**src/rtl/riscv_mtimer.sv**
```systemverilog
// Memory-mapped RISC-V machine timer: 64-bit mtime with prescaled tick,
// mtimecmp compare driving a registered level interrupt, single-cycle slave port.
module riscv_mtimer #(
  parameter int DW      = 32,
  parameter int ADDRW   = 12,
  parameter int PRESC_W = 8
) (
  input  logic             clk_i,
  input  logic             rst_ni,
  input  logic             req_i,
  input  logic             we_i,
  input  logic [ADDRW-1:0] addr_i,
  input  logic [DW-1:0]    wdata_i,
  output logic [DW-1:0]    rdata_o,
  output logic             ack_o,
  output logic             t_intr
);

  typedef enum logic [2:0] {
    SEL_MTIME_LO = 3'd0,
    SEL_MTIME_HI = 3'd1,
    SEL_CMP_LO   = 3'd2,
    SEL_CMP_HI   = 3'd3,
    SEL_CTRL     = 3'd4
  } reg_sel_e;

  logic [63:0]        mtime_q, mtime_d;
  logic [63:0]        mtimecmp_q, mtimecmp_d;
  logic               en_q, en_d;
  logic [PRESC_W-1:0] presc_q, presc_d;
  logic [PRESC_W-1:0] pcnt_q, pcnt_d;
  logic [31:0]        hi_snap_q, hi_snap_d;
  logic [DW-1:0]      rdata_q, rdata_d;
  logic               ack_q, ack_d;
  logic               intr_q, intr_d;

  reg_sel_e    sel;
  logic        wr, rd, tick;
  logic [31:0] ctrl_rd;
  logic        unused_addr;

  assign unused_addr = ^{addr_i[ADDRW-1:5], addr_i[1:0]};

  always_comb begin
    sel  = reg_sel_e'(addr_i[4:2]);
    wr   = req_i & we_i;
    rd   = req_i & ~we_i;
    tick = en_q && (pcnt_q == presc_q);

    ctrl_rd                = '0;
    ctrl_rd[0]             = en_q;
    ctrl_rd[8 +: PRESC_W]  = presc_q;

    // A write to either mtime half wins over the tick: no increment that cycle.
    mtime_d = mtime_q;
    if (wr && sel == SEL_MTIME_LO)      mtime_d[31:0]  = wdata_i[31:0];
    else if (wr && sel == SEL_MTIME_HI) mtime_d[63:32] = wdata_i[31:0];
    else if (tick)                      mtime_d        = mtime_q + 64'd1;

    mtimecmp_d = mtimecmp_q;
    if (wr && sel == SEL_CMP_LO) mtimecmp_d[31:0]  = wdata_i[31:0];
    if (wr && sel == SEL_CMP_HI) mtimecmp_d[63:32] = wdata_i[31:0];

    en_d    = en_q;
    presc_d = presc_q;
    pcnt_d  = pcnt_q;
    if (wr && sel == SEL_CTRL) begin
      en_d    = wdata_i[0];
      presc_d = wdata_i[8 +: PRESC_W];
      pcnt_d  = '0;
    end else if (tick) begin
      pcnt_d  = '0;
    end else if (en_q) begin
      pcnt_d  = pcnt_q + 1'b1;
    end

    hi_snap_d = hi_snap_q;
    if (rd && sel == SEL_MTIME_LO) hi_snap_d = mtime_q[63:32];

    rdata_d = '0;
    if (rd) begin
      case (sel)
        SEL_MTIME_LO: rdata_d = mtime_q[31:0];
        SEL_MTIME_HI: rdata_d = hi_snap_q;
        SEL_CMP_LO:   rdata_d = mtimecmp_q[31:0];
        SEL_CMP_HI:   rdata_d = mtimecmp_q[63:32];
        SEL_CTRL:     rdata_d = ctrl_rd;
        default:      rdata_d = '0;
      endcase
    end

    ack_d  = req_i;
    intr_d = en_q && (mtime_q >= mtimecmp_q);
  end

  always_ff @(posedge clk_i or negedge rst_ni) begin
    if (!rst_ni) begin
      mtime_q    <= '0;
      mtimecmp_q <= '1;
      en_q       <= 1'b0;
      presc_q    <= '0;
      pcnt_q     <= '0;
      hi_snap_q  <= '0;
      rdata_q    <= '0;
      ack_q      <= 1'b0;
      intr_q     <= 1'b0;
    end else begin
      mtime_q    <= mtime_d;
      mtimecmp_q <= mtimecmp_d;
      en_q       <= en_d;
      presc_q    <= presc_d;
      pcnt_q     <= pcnt_d;
      hi_snap_q  <= hi_snap_d;
      rdata_q    <= rdata_d;
      ack_q      <= ack_d;
      intr_q     <= intr_d;
    end
  end

  assign rdata_o = rdata_q;
  assign ack_o   = ack_q;
  assign t_intr  = intr_q;

endmodule

```
**config.mk**
```make
export PLATFORM = sky130hd
export DESIGN_NAME = riscv_mtimer
export DESIGN_NICKNAME = d
export VERILOG_FILES = /design/src/rtl/riscv_mtimer.sv
export SDC_FILE = /design/constraint.sdc
export NUM_CORES = 1
export LEC_CHECK = 0
export ABC_CLOCK_PERIOD_IN_PS = 3260
export CAP_MARGIN = 10
export CORE_ASPECT_RATIO = 0.9
export CORE_MARGIN = 3
export CORE_UTILIZATION = 35
export CTS_CLUSTER_DIAMETER = 150
export CTS_CLUSTER_SIZE = 20
export DETAILED_ROUTE_END_ITERATION = 16
export GPL_TIMING_DRIVEN = 0
export RECOVER_POWER = 50
export REMOVE_ABC_BUFFERS = 1
export SETUP_SLACK_MARGIN = 0.2
export SLEW_MARGIN = 25
export SYNTH_ARGS = -nofsm -noshare
export SYNTH_HDL_FRONTEND = slang
export SYNTH_SLANG_ARGS = --single-unit
```
**constraint.sdc**
```tcl
create_clock -name clk_i -period 3.26 [get_ports clk_i]
set_input_delay 0.489 -clock clk_i [delete_from_list [all_inputs] [get_ports clk_i]]
set_output_delay 0.489 -clock clk_i [all_outputs]
set_load 0.005 [all_outputs]
```
==> impl_metrics.json, run 1 <==
{
  "outcome": "finished with violations",
  "violations": "capacitance limit, slew limit",
  "post-route-worst-setup-slack_ns": 0.3353,
  "synth-seq-cells": 211,
  "root_buffer": "clkbuf_16",
  "power_density_nw_per_um2": 580.3,
  "path_common_cell": "or4_4",
  "path_clk_slew_ns": 0.09,
  "place_ws_ns": -0.2503,
  "core_area_um2": 33420,
  "synth_top_area_share_pct": 30.60,
  "yosysMostFrequentCell": "dfrtp_1",
  "endpoint_kind": "flop",
  "drive_gt1_share_pct": 16.09,
  "reg2regPathDepth": 7,
  "rrSetupSlack_ns": 0.34,
  "hp-class": "flop to flop",
  "die_height_um": 181.8,
  "synthToLayoutAreaGrowth_pct": 15.02,
  "firstDrtPassIters": 5,
  "min_period_over_period_pct": 89.72,
  "syn_area_um2": 12020,
  "crit_required_ns": 3.64,
  "overflow": 0,
  "post_synth_num_cell_types": 70,
  "htree_levels": 1,
  "ioPinCount": 82,
  "rows": 63,
  "crit_end": "mtime_q[60]",
  "cts_buffers": 14,
  "drt_wl_total_mm": 35.02,
  "synthArstFlopShare_pct": 100.0,
  "yosysSeqAreaShare_pct": 44.58,
  "clockBufferDepth": 3,
  "hp-start": "hi_snap_q[31]",
  "yosysWarnings": 0,
  "routedWlPerCell_um": 19.83,
  "nNetsFinal": 1418,
  "synth_commonest_cells": "dfrtp_1 (147), nand2_1 (119), nor2_1 (97), a21oi_1 (95), o21ai_0 (94)",
  "hold_viol_final": 0,
  "grt_max_degree": 87,
  "ant_nets": 0,
  "cts_tree": "yes",
  "vias": 9843,
  "synthTopCellsByArea": "dfrtp_1 (31%), dfstp_2 (14%), ha_1 (6.9%)",
  "yosysTopAreaCell": "dfrtp_1",
  "fp.dieW_um": 201.4,
  "dp_hpwl_mm": 24.91,
  "multi_input_area_um2": 6173,
  "fmax_ghz": 0.3419,
  "start_kind": "flop",
  "place_congestion": 0.8466,
  "ir_worst_vdd_v": 0.0002469,
  "clkSinkCount": 211,
  "portBuffers": 72,
  "n_antenna_cell": 0,
  "via_per_inst": 5.574,
  "die_area_um2": 36610,
  "post-route-drc-count": 0,
  "total_leakage_power_uw": 0.005671,
  "cp_slowest_stage_delay_ns": 0.61,
  "tightest_slew_ns": 1.871,
  "avgSynthCellArea_um2": 9.557,
  "cp_max_fo": 9,
  "drt_iter0_markers": 745,
  "path_class": "flop to flop",
  "relSlewSlack_pct": -24.74,
  "start_util_pct": 35.97,
  "arrival_ns": 3.30,
  "worstPathCellList": "ha_1, nand4_2, or4_4, or4_4, nor4_1, nand3b_1, nand3_1",
  "max-cap-violations": 1,
  "grt_first_pass_wirelength_mm": 56.18,
  "antenna_found_initial": 0,
  "rsz0062_at_grt": "no",
  "clock_latency_ns": 0.50,
  "drv_slew": 73,
  "worst_r2r_endpoint": "mtime_q[60]",
  "track_usage_pct": 19.00,
  "grt_pass1_vias": 9785,
  "clock_skew_ns": 0.01592,
  "finalSetupViolations": 0,
  "fillers": 3313,
  "crit_slowest_cell": "or4_4",
  "power_uw": 8025,
  "post-route-min-period_ns": 2.925,
  "r2r-start": "mtime_q[1]",
  "critPathLaunch": "mtime_q[1]",
  "synthCells": 1258,
  "synth_flop_cell": "dfrtp_1",
  "synth_edf_count": 0,
  "seq_area_um2": 5363
}
-- stage by stage --
step	instances	utilization (%)	cell area (um2)	setup TNS, ns	hold WS (ns)
finish	1766	41.37	13830	0	0.4913
global route	1766	41.37	13830	0	0.5158
CTS	1763	41.34	13820	0	0.4956
detailed placement	1736	40.00	13370	-1.614	0.4739
global placement	1720	39.06	13060	-2106.57	0.4609
floorplan	1193	-	11770	-6.377	0.1934
-- flip-flops by register name, indices dropped and copies added, names as in the netlist --
register	count
hi_snap_q	32
t_intr	1
mtime_q	64
ack_o	1
presc_q	8
en_q	1
pcnt_q	8
mtimecmp_q	64
rdata_o	32
-- worst max-delay path: cells and delay by family, from the launching register on --
kind	cells	cell delay [ns]
adder cells (fa/ha/maj)	1	0.25
AND/OR/NAND/NOR	6	2.10
flip-flops	1	0.45
-- layout by cell type, fill, tap and decap left out, types with 6 or more instances in the layout --
cell               n
o211ai_1           8
o21ai_0           94
nor2_1            97
xnor2_1           30
or3_1              7
nand2_1          116
nor2b_1            9
xor2_1             6
dfrtp_1          145
nor4_1            20
and4_1             6
mux2i_1           24
and2_1             6
buf_4             12
inv_1             77
clkdlybuf4s50_1   40
a31oi_1           11
dfstp_2           64
buf_12             6
nor3_1            23
or4_1             10
clkbuf_1           7
and3_1             9
a21oi_1           95
clkbuf_16         15
ha_1              66
mux2_2            68
o22a_1             6
dlygate4sd3_1     29
nand4_1           36
a22oi_1           21
nand3_1           48
mux4_2             7
-- timing repair --
action / CTS / global route
hold buffers: 1 / 0
buffers inserted: 3 / 3
hold endpoints to repair: 39 / 0
cloned: 0 / 0
endpoints found under the setup margin: 10 / 24
gates resized for setup: 0 / 3
pin swaps: 1 / 1
-- logic make-up (layout without fill, tap and decap cells) --
group,count (synthesis),count (layout),share of synthesized area (%)
simple gates,422,422,17.74
compound gates,281,281,13.75
flops,211,211,44.58
buf+inv,142,195,4.537
mux,100,100,9.897
fa+ha+maj,66,66,6.869
xor+xnor,36,36,2.623
-- metal layers --
layer	GRT usage (%)	vias up	wire length [um]
li1	-	4619	-
met1	27.54	4909	16480
met2	30.69	275	16110
met3	2.760	40	1891
met4	3.320	0	535
met5	0	-	0
-- final cells by class --
cell class              instances  share of cell area [%]
flip-flops and latches        211                   38.78
inverters                      77                   2.090
repair buffers                 95                   7.383
clock buffers                  22                   2.904
clock inverters                 1                 0.08143
multi-input cells             905                   44.64
well taps                     455                   4.117
-- worst min-delay path by stage --
stage	endpoint	slack, ns	cells past startpoint
floorplan	ack_o	0.19	0
global placement	hi_snap_q[9]	0.46	2
detailed placement	hi_snap_q[29]	0.47	2
CTS	hi_snap_q[29]	0.50	2
global route	hi_snap_q[29]	0.52	2
finish	hi_snap_q[31]	0.49	2
-- where the power goes --
group | switching, uW | internal (uW)
Sequential | 650 | 3320
Clock | 957 | 864
Combinational | 1190 | 1040
Total | 2800 | 5230
Power figures use the tool's default switching activity.
==> run 2, diff against run 1 <==
ABC_CLOCK_PERIOD_IN_PS = 3600   (was 3260)
clock period = 3.6 ns   (was 3.26 ns; I/O delays follow)
==> impl_metrics.json, run 2 (same netlist as run 1, synthesis figures left out) <==
{
  "grt_pass1_vias": 9756,
  "dp_hpwl_mm": 24.91,
  "post_cts_resized": 0,
  "drv_slew": 74,
  "ioPinCount": 82,
  "firstDrtPassIters": 5,
  "finalSetupViolations": 0,
  "die_area_um2": 36610,
  "via_per_inst": 5.575,
  "track_usage_pct": 18.98,
  "p_int_uw": 4720,
  "path_class": "primary input to flop",
  "die_height_um": 181.8,
  "clock_skew_ns": 0.01445,
  "vias": 9817,
  "hold_viol_final": 0,
  "cts_tree": "yes",
  "endpoint_kind": "flop",
  "path_clk_slew_ns": 0.09,
  "clock_latency_ns": 0.50,
  "ir_worst_vdd_v": 0.0002241,
  "portBuffers": 72,
  "post-route-drc-count": 0,
  "crit_required_ns": 3.98,
  "relSlewSlack_pct": -21.37,
  "grt_first_pass_wirelength_mm": 56.10,
  "whs_ns": 0.4913,
  "power_density_nw_per_um2": 525.9,
  "overflow": 0,
  "p_clk_share_pct": 22.7,
  "total_leakage_power_uw": 0.005583,
  "drive_gt1_share_pct": 15.77,
  "outcome": "finished with violations",
  "fin_util_pct": 41.20,
  "grt_max_degree": 87,
  "cts_buffers": 14,
  "final_common_cell": "dfrtp_1",
  "start_util_pct": 35.97,
  "antenna_found_initial": 0,
  "min_period_over_period_pct": 86.89,
  "seq_area_um2": 5360,
  "arrival_ns": 3.51,
  "tns_ns": 0,
  "synthToLayoutAreaGrowth_pct": 14.52,
  "pwr-share-seq_pct": 49.7,
  "p_switching_uw": 2520,
  "post-route-min-period_ns": 3.128,
  "drt_iter0_markers": 719,
  "place_congestion": 0.8466,
  "top_regs": "mtime_q: 64 flops, mtimecmp_q: 64 flops",
  "final_cell_mix": "dfrtp_1 (147), nand2_1 (115), nor2_1 (97), a21oi_1 (95), o21ai_0 (94)",
  "tightest_slew_ns": 1.821,
  "cp_max_fo": 23,
  "post_cts.repair.setup_buffers": 0,
  "combPwrFrac_pct": 27.7,
  "clkSinkCount": 211,
  "fmax_ghz": 0.3197,
  "htree_levels": 1,
  "hp-class": "flop to flop",
  "multi_input_area_um2": 6176,
  "routedWlPerCell_um": 19.85,
  "ant_nets": 0,
  "clockBufferDepth": 3,
  "fp.dieW_um": 201.4,
  "nNetsFinal": 1413,
  "rsz0062_at_grt": "no",
  "swShare_pct": 34.81,
  "ctsHoldBuffers": 0,
  "start_kind": "primary input",
  "n_antenna_cell": 0,
  "max-cap-violations": 1,
  "fillers": 3316,
  "core_area_um2": 33420,
  "root_buffer": "clkbuf_16",
  "violations": "capacitance limit, slew limit",
  "rows": 63,
  "drt_wl_total_mm": 34.95
}
## run 2: worst max-delay path, stage by stage
cell     delay [ns]
buf_2          0.35
buf_12         0.25
nor3_2         0.11
buf_4          0.23
nand3_2        0.25
nand4_1        0.60
buf_6          0.40
nor4_2         0.43
a31o_2         0.22
a31oi_1        0.07
## run 2: final cells by class
type / instances / area share [%]
multi-input combinational: 905 / 44.86
clock inverter: 1 / 0.08179
tap: 455 / 4.135
clock buffer: 22 / 2.917
inverter: 77 / 2.099
sequential: 211 / 38.93
timing repair buffer: 90 / 6.979
## run 2: path summary, 6_finish.rpt
path | from | cells past startpoint | slack [ns] | end
worst max-delay path | addr_i[3] | 10 | 0.47 | mtime_q[63]
worst min-delay path | hi_snap_q[31] | 2 | 0.49 | hi_snap_q[31]
worst max register to register | mtime_q[0] | 8 | 0.58 | mtime_q[58]
worst min register to register | hi_snap_q[31] | 2 | 0.49 | hi_snap_q[31]
max in group asynchronous | rst_ni | 3 | 0.70 | mtimecmp_q[16]
min in group asynchronous | rst_ni | 1 | 0.53 | rdata_o[5]
## run 2: metal layers
metal  global-route usage [%]  wire [um]
met5                        0          0
met3                    2.778       1969
met1                    27.57      16310
met2                    30.57      16160
met4                    3.320        519
## run 2: power by group through the flow
| stage | combinational (uW) | clock (uW) | sequential, uW |
|---|---|---|---|
| 2_1_floorplan | 1400 | 0 | 3430 |
| 3_3_place_gp | 1920 | 0 | 3610 |
| 3_5_place_dp | 2000 | 0 | 3630 |
| 4_1_cts | 2020 | 1710 | 3590 |
| 5_1_grt | 2280 | 1770 | 3680 |
| 6_report | 2000 | 1640 | 3600 |
## run 2: per-stage QoR
step	worst slack [ns]	area (um2)	std cells	total power, uW
4_1_cts	0.3233	13780	1759	7310
3_5_place_dp	0.03870	13370	1736	5635
6_report	0.4721	13770	1761	7240
5_1_grt	0.1956	13770	1761	7733
3_3_place_gp	-7.317	13060	1720	5532
2_1_floorplan	-0.01080	11770	1193	4835
